$ cat src/rtl/voltage_window_stats.sv
// voltage_window_stats
// Windowed statistics over the converted-voltage sample stream. Every
// 2**LOG2_WIN accepted samples produce an average (floor), minimum and
// maximum, presented on a valid/ready output with an over-threshold flag.
// The next window keeps accumulating while a result waits for the consumer.
// If a new result lands on top of an unconsumed one, a sticky overrun flag
// is raised.
module voltage_window_stats #(
    parameter int          LOG2_WIN = 2,
    parameter logic [7:0]  THRESH   = 8'd200
) (
    input  logic       clk,
    input  logic       rst_n,
    input  logic [7:0] sample_in,
    input  logic       sample_valid,
    input  logic       clear,
    input  logic       out_ready,
    output logic       stats_valid,
    output logic [7:0] avg_out,
    output logic [7:0] min_out,
    output logic [7:0] max_out,
    output logic       over_thresh,
    output logic       overrun
);

    // The sum is 8 + LOG2_WIN bits wide. A full window of 255s fits, so it
    // cannot overflow within a window.
    localparam int SUM_W = 8 + LOG2_WIN;
    localparam logic [LOG2_WIN-1:0] CNT_ONE  = 1;
    localparam logic [LOG2_WIN-1:0] CNT_LAST = '1;

    // The output side is either holding a result or not.
    typedef enum logic {
        EMPTY = 1'b0,
        FULL  = 1'b1
    } out_state_t;

    out_state_t          state_reg, state_next;
    logic                overrun_reg, overrun_next;
    logic                load_result;

    logic [SUM_W-1:0]    sum_reg;
    logic [LOG2_WIN-1:0] count_reg;
    logic [7:0]          run_min_reg, run_max_reg;

    logic [7:0]          avg_reg, min_reg, max_reg;
    logic                over_reg;

    logic                accept;
    logic                complete;
    logic [SUM_W-1:0]    sum_total;
    logic [7:0]          min_total, max_total, avg_total;

    // Statistics including the current sample. These become the result on
    // the sample that closes a window.
    assign accept    = sample_valid & ~clear;
    assign complete  = accept & (count_reg == CNT_LAST);
    assign sum_total = sum_reg + SUM_W'(sample_in);
    assign min_total = (sample_in < run_min_reg) ? sample_in : run_min_reg;
    assign max_total = (sample_in > run_max_reg) ? sample_in : run_max_reg;
    assign avg_total = 8'(sum_total >> LOG2_WIN);

    // Accumulators. They restart on clear or on window completion, so the
    // next window begins without a bubble.
    always_ff @(posedge clk or negedge rst_n) begin
        if (!rst_n) begin
            sum_reg     <= '0;
            count_reg   <= '0;
            run_min_reg <= 8'hFF;
            run_max_reg <= 8'h00;
        end else if (clear || complete) begin
            sum_reg     <= '0;
            count_reg   <= '0;
            run_min_reg <= 8'hFF;
            run_max_reg <= 8'h00;
        end else if (accept) begin
            sum_reg     <= sum_total;
            count_reg   <= count_reg + CNT_ONE;
            run_min_reg <= min_total;
            run_max_reg <= max_total;
        end
    end

    // Output-side state register and sticky overrun flag.
    always_ff @(posedge clk or negedge rst_n) begin
        if (!rst_n) begin
            state_reg   <= EMPTY;
            overrun_reg <= 1'b0;
        end else begin
            state_reg   <= state_next;
            overrun_reg <= overrun_next;
        end
    end

    // Next output state. Clear wins over everything else. A completing
    // window always loads a new result. Overrun is raised only when that
    // result replaces one the consumer has not taken.
    always_comb begin
        state_next   = state_reg;
        overrun_next = overrun_reg;
        load_result  = 1'b0;
        if (clear) begin
            state_next   = EMPTY;
            overrun_next = 1'b0;
        end else begin
            case (state_reg)
                EMPTY: begin
                    if (complete) begin
                        load_result = 1'b1;
                        state_next  = FULL;
                    end
                end
                FULL: begin
                    if (complete) begin
                        load_result = 1'b1;
                        if (!out_ready) begin
                            overrun_next = 1'b1;
                        end
                    end else if (out_ready) begin
                        state_next = EMPTY;
                    end
                end
                default: state_next = EMPTY;
            endcase
        end
    end

    // Result registers. They hold steady until the next window completes.
    always_ff @(posedge clk or negedge rst_n) begin
        if (!rst_n) begin
            avg_reg  <= 8'h00;
            min_reg  <= 8'h00;
            max_reg  <= 8'h00;
            over_reg <= 1'b0;
        end else if (load_result) begin
            avg_reg  <= avg_total;
            min_reg  <= min_total;
            max_reg  <= max_total;
            over_reg <= (avg_total > THRESH);
        end
    end

    assign stats_valid = (state_reg == FULL);
    assign avg_out     = avg_reg;
    assign min_out     = min_reg;
    assign max_out     = max_reg;
    assign over_thresh = over_reg & stats_valid;
    assign overrun     = overrun_reg;

endmodule

$ cat config.mk
export PLATFORM = sky130hd
export DESIGN_NAME = voltage_window_stats
export DESIGN_NICKNAME = d
export VERILOG_FILES = /design/src/rtl/voltage_window_stats.sv
export SDC_FILE = /design/constraint.sdc
export NUM_CORES = 1
export LEC_CHECK = 0
export ABC_AREA = 1
export CAP_MARGIN = 30
export CORE_UTILIZATION = 45
export CTS_CLUSTER_DIAMETER = 200
export DETAILED_ROUTE_END_ITERATION = 16
export PLACE_DENSITY_LB_ADDON = 0.2
export SYNTH_ARGS = -nofsm -noshare
export SYNTH_HDL_FRONTEND = slang
export SYNTH_SLANG_ARGS = --single-unit
$ cat constraint.sdc
create_clock -name clk -period 2.23 [get_ports clk]
set_input_delay 0.3345 -clock clk [delete_from_list [all_inputs] [get_ports clk]]
set_output_delay 0.3345 -clock clk [all_outputs]
set_load 0.02 [all_outputs]
==> metrics.yaml <==
status:
  status: "finished, final reports clean"
placement:
  gp_congestion: 0.839
  io_buffers: 39
  placed_area_um2: 3880
  dpl.hpwl_um: 6080
  dp_cells: 570
  pre_cts_ws_ns: -0.0273
pwr:
  p_per_area_nw_per_um2: 737
  share_seq_of_total_power_pct: 42.1
  power.combinational.fraction_pct: 34.6
  p_leak_nw: 2.16
  vdd_drop_max_uv: 291
  clkPwrFrac_pct: 23.3
  p_int_w: 0.00197
  power_switching_w: 0.000985
  p_total_w: 0.00296
  switching_share_pct: 33.3
global_routing:
  grtUsageMet1_pct: 32.2
  grt_max_degree: 34
  antenna_found_initial: 0
  grt.busiest_layer: "met2"
  use_met3_pct: 4.00
  grt_pass1_vias: 2761
  globalRouteMet2Util_pct: 35.6
  grt_use_total_pct: 22.8
  grt_pass1_wl_um: 13200
  grt.overflow.total: 0
critical_path:
  crit_fanout: 8
  crit_type: "register to register"
  cp_data_arrival_time_ns: 2.14
  end_kind: "register"
  startpoint_type: "register"
  required_ns: 2.43
  r2r_slack_ns: 0.29
job:
  cap_violations: 0
sta:
  rsz0062_at_grt: "no"
  tightest_slew_ns: 0.307
  setup_violations: 0
  finalCritPeriodShare_pct: 86.8
  period_needed_ns: 1.94
  max_freq_mhz: 517
  relSlewSlack_pct: 79.5
  hold_viol: 0
  fin_skew_ns: 0.00747
  holdWs_ns: 0.440
  drv_slew: 0
  fin_ws_ns: 0.295
floorplanning:
  die_area_um2: 7530
  rows: 30
  ios: 40
  die_h_um: 86.8
  start_util_pct: 47.1
  core_area_um2: 6870
  die_x_um: 86.8
clock_tree:
  cts-root-buf: "clkbuf_8"
  cts_buffers: 5
  ctsResizeCount: 0
  htreeDepth: 2
  tritoncts: "built"
  cts_sinks: 55
  cts_buffer_depth: 2
  clk_latency_ns: 0.31
  post_cts_buffers: 0
  clk_pin_slew_ns: 0.10
synth:
  yosys_warnings: 0
  synthFlopType: "dfrtp_1"
  synthCells: 420
  synth_commonest_cells: "145 x nand2_1, 59 x nand3_1, 58 x inv_1"
  yosysSeqAreaShare_pct: 42.8
  synth_area_leaders: "dfrtp_1 36%, nand2_1 17%, ha_1 9.3%"
  synthArstFlopShare_pct: 100
  yosys.cell_count.top_type: "nand2_1"
  synth_edf_count: 0
  ys_types: 29
  syn_area_per_cell_um2: 7.70
  syn-num-nets: 458
  synth_seq_cells: 55
  yosysTopAreaCellShare_pct: 36.3
  synth_area_leader_cell: "dfrtp_1"
  syn-cell-area_um2: 3240
finish:
  n_fill_cell: 642
  largest_register_ffs: 10
  areaGrowthSynthToFinish_pct: 24.0
  nNetsFinal: 520
  num_antenna_cells: 0
  fin_area_um2: 4010
  final_cell_count_no_fill: 579
  final_layout_size_suffix_gt1_share_pct: 10.8
detailed_routing:
  avgViaCountPerCell: 4.98
  dr.first_iter.drc_count: 204
  wl_per_cell_um: 13.5
  dr.pass1.iters: 4
  route.antenna.remaining_nets: 0
  drc: 0
  routed_wl_um: 7830
  num_vias: 2885
hold_path:
  hold_path.class: "primary input to asynchronous set/reset pin"
[power groups by stage]
| stage | clock network (W) | registers (W) | logic (W) |
|---|---|---|---|
| 6_report | 0.000688 | 0.00125 | 0.00102 |
| 5_1_grt | 0.000755 | 0.00126 | 0.00114 |
| 4_1_cts | 0.000704 | 0.00125 | 0.00103 |
| 3_5_place_dp | 0 | 0.00126 | 0.00102 |
| 3_3_place_gp | 0 | 0.00126 | 0.00101 |
| 2_1_floorplan | 0 | 0.00138 | 0.000449 |
[cells by family (layout without fill, tap and decap cells)]
| logic type | after synthesis | count (layout) | share of synthesized area, % |
|---|---|---|---|
| and+or+nand+nor | 226 | 226 | 30.5 |
| xor gates and xnor gates | 1 | 1 | 0.271 |
| adders and majority gates | 25 | 25 | 9.90 |
| AOI/OAI and AO/OA | 44 | 44 | 7.58 |
| DFF | 55 | 55 | 42.8 |
| buffers and inverters | 69 | 132 | 8.86 |
[layout by cell type (no fill, tap or decap)]
cell	Yosys	layout
nand2_2	2	2
o22ai_1	1	1
inv_2	2	2
o21ai_0	19	19
dfstp_2	8	8
buf_4	2	22
nand3_1	59	59
nand3_2	1	1
fa_1	1	1
nor2_4	3	3
clkdlybuf4s50_1	0	38
dfrtp_1	47	47
a21boi_0	1	1
o21a_1	2	2
bufinv_16	0	1
buf_12	0	2
dlygate4sd3_1	0	1
nand4_2	1	1
clkbuf_8	0	6
a21oi_1	11	11
a32o_1	1	1
xnor2_1	1	1
clkinv_2	0	1
nand2_1	145	145
o21ai_1	6	6
ha_1	24	24
buf_2	4	1
a22o_1	3	3
nand4_1	3	3
nor2_2	2	2
nor2_1	7	7
inv_1	58	58
nand3b_1	3	3
[what timing repair did]
item,in CTS,in global routing
hold buffers,1,0
setup endpoints to repair,0,0
hold endpoints to repair,9,0
[layout make-up]
class                           instances  area (µm²)  share of cell area, %
Tap cell                               96         120                   2.99
Clock buffer                            6        82.6                   2.06
Timing Repair Buffer                   64         601                   15.0
Multi-Input combinational cell        296        1560                   38.9
Clock inverter                          2        35.0                  0.873
Sequential cell                        55        1390                   34.5
Inverter                               60         225                   5.61
[worst max-delay path: stages, from the launching register on]
cell and delay [ns]:
dfstp_2 0.53, inv_1 0.09, ha_1 0.31, nand2_1 0.05, o21ai_0 0.24, nand2_2 0.08
nand2_1 0.25, nand2_1 0.12, nand3_1 0.10, nand2_1 0.05
[worst paths after layout]
check,startpoint,end,depth (start not counted)
setup / recovery,run_min_reg[3],min_out[6],9
hold / removal,rst_n,run_max_reg[7],2
setup reg to reg,run_min_reg[3],min_out[6],9
hold reg to reg,run_max_reg[3],run_max_reg[3],2
max in group asynchronous,rst_n,run_min_reg[3],3
min in group clk,run_max_reg[3],run_max_reg[3],2
[per-layer routing]
metal,wire (µm),up-vias
li1,-,1474
met3,385,13
met4,150,0
met5,0,-
met2,3570,74
met1,3720,1324
[metrics by stage]
stage               TNS, ns  util [%]
detailed placement  -0.0279      56.6
CTS                       0      58.4
floorplan                 0         -
global route              0      58.4
finish                    0      58.4
global placement          0      56.6
Note: power is estimated with default switching activity, not from simulation.
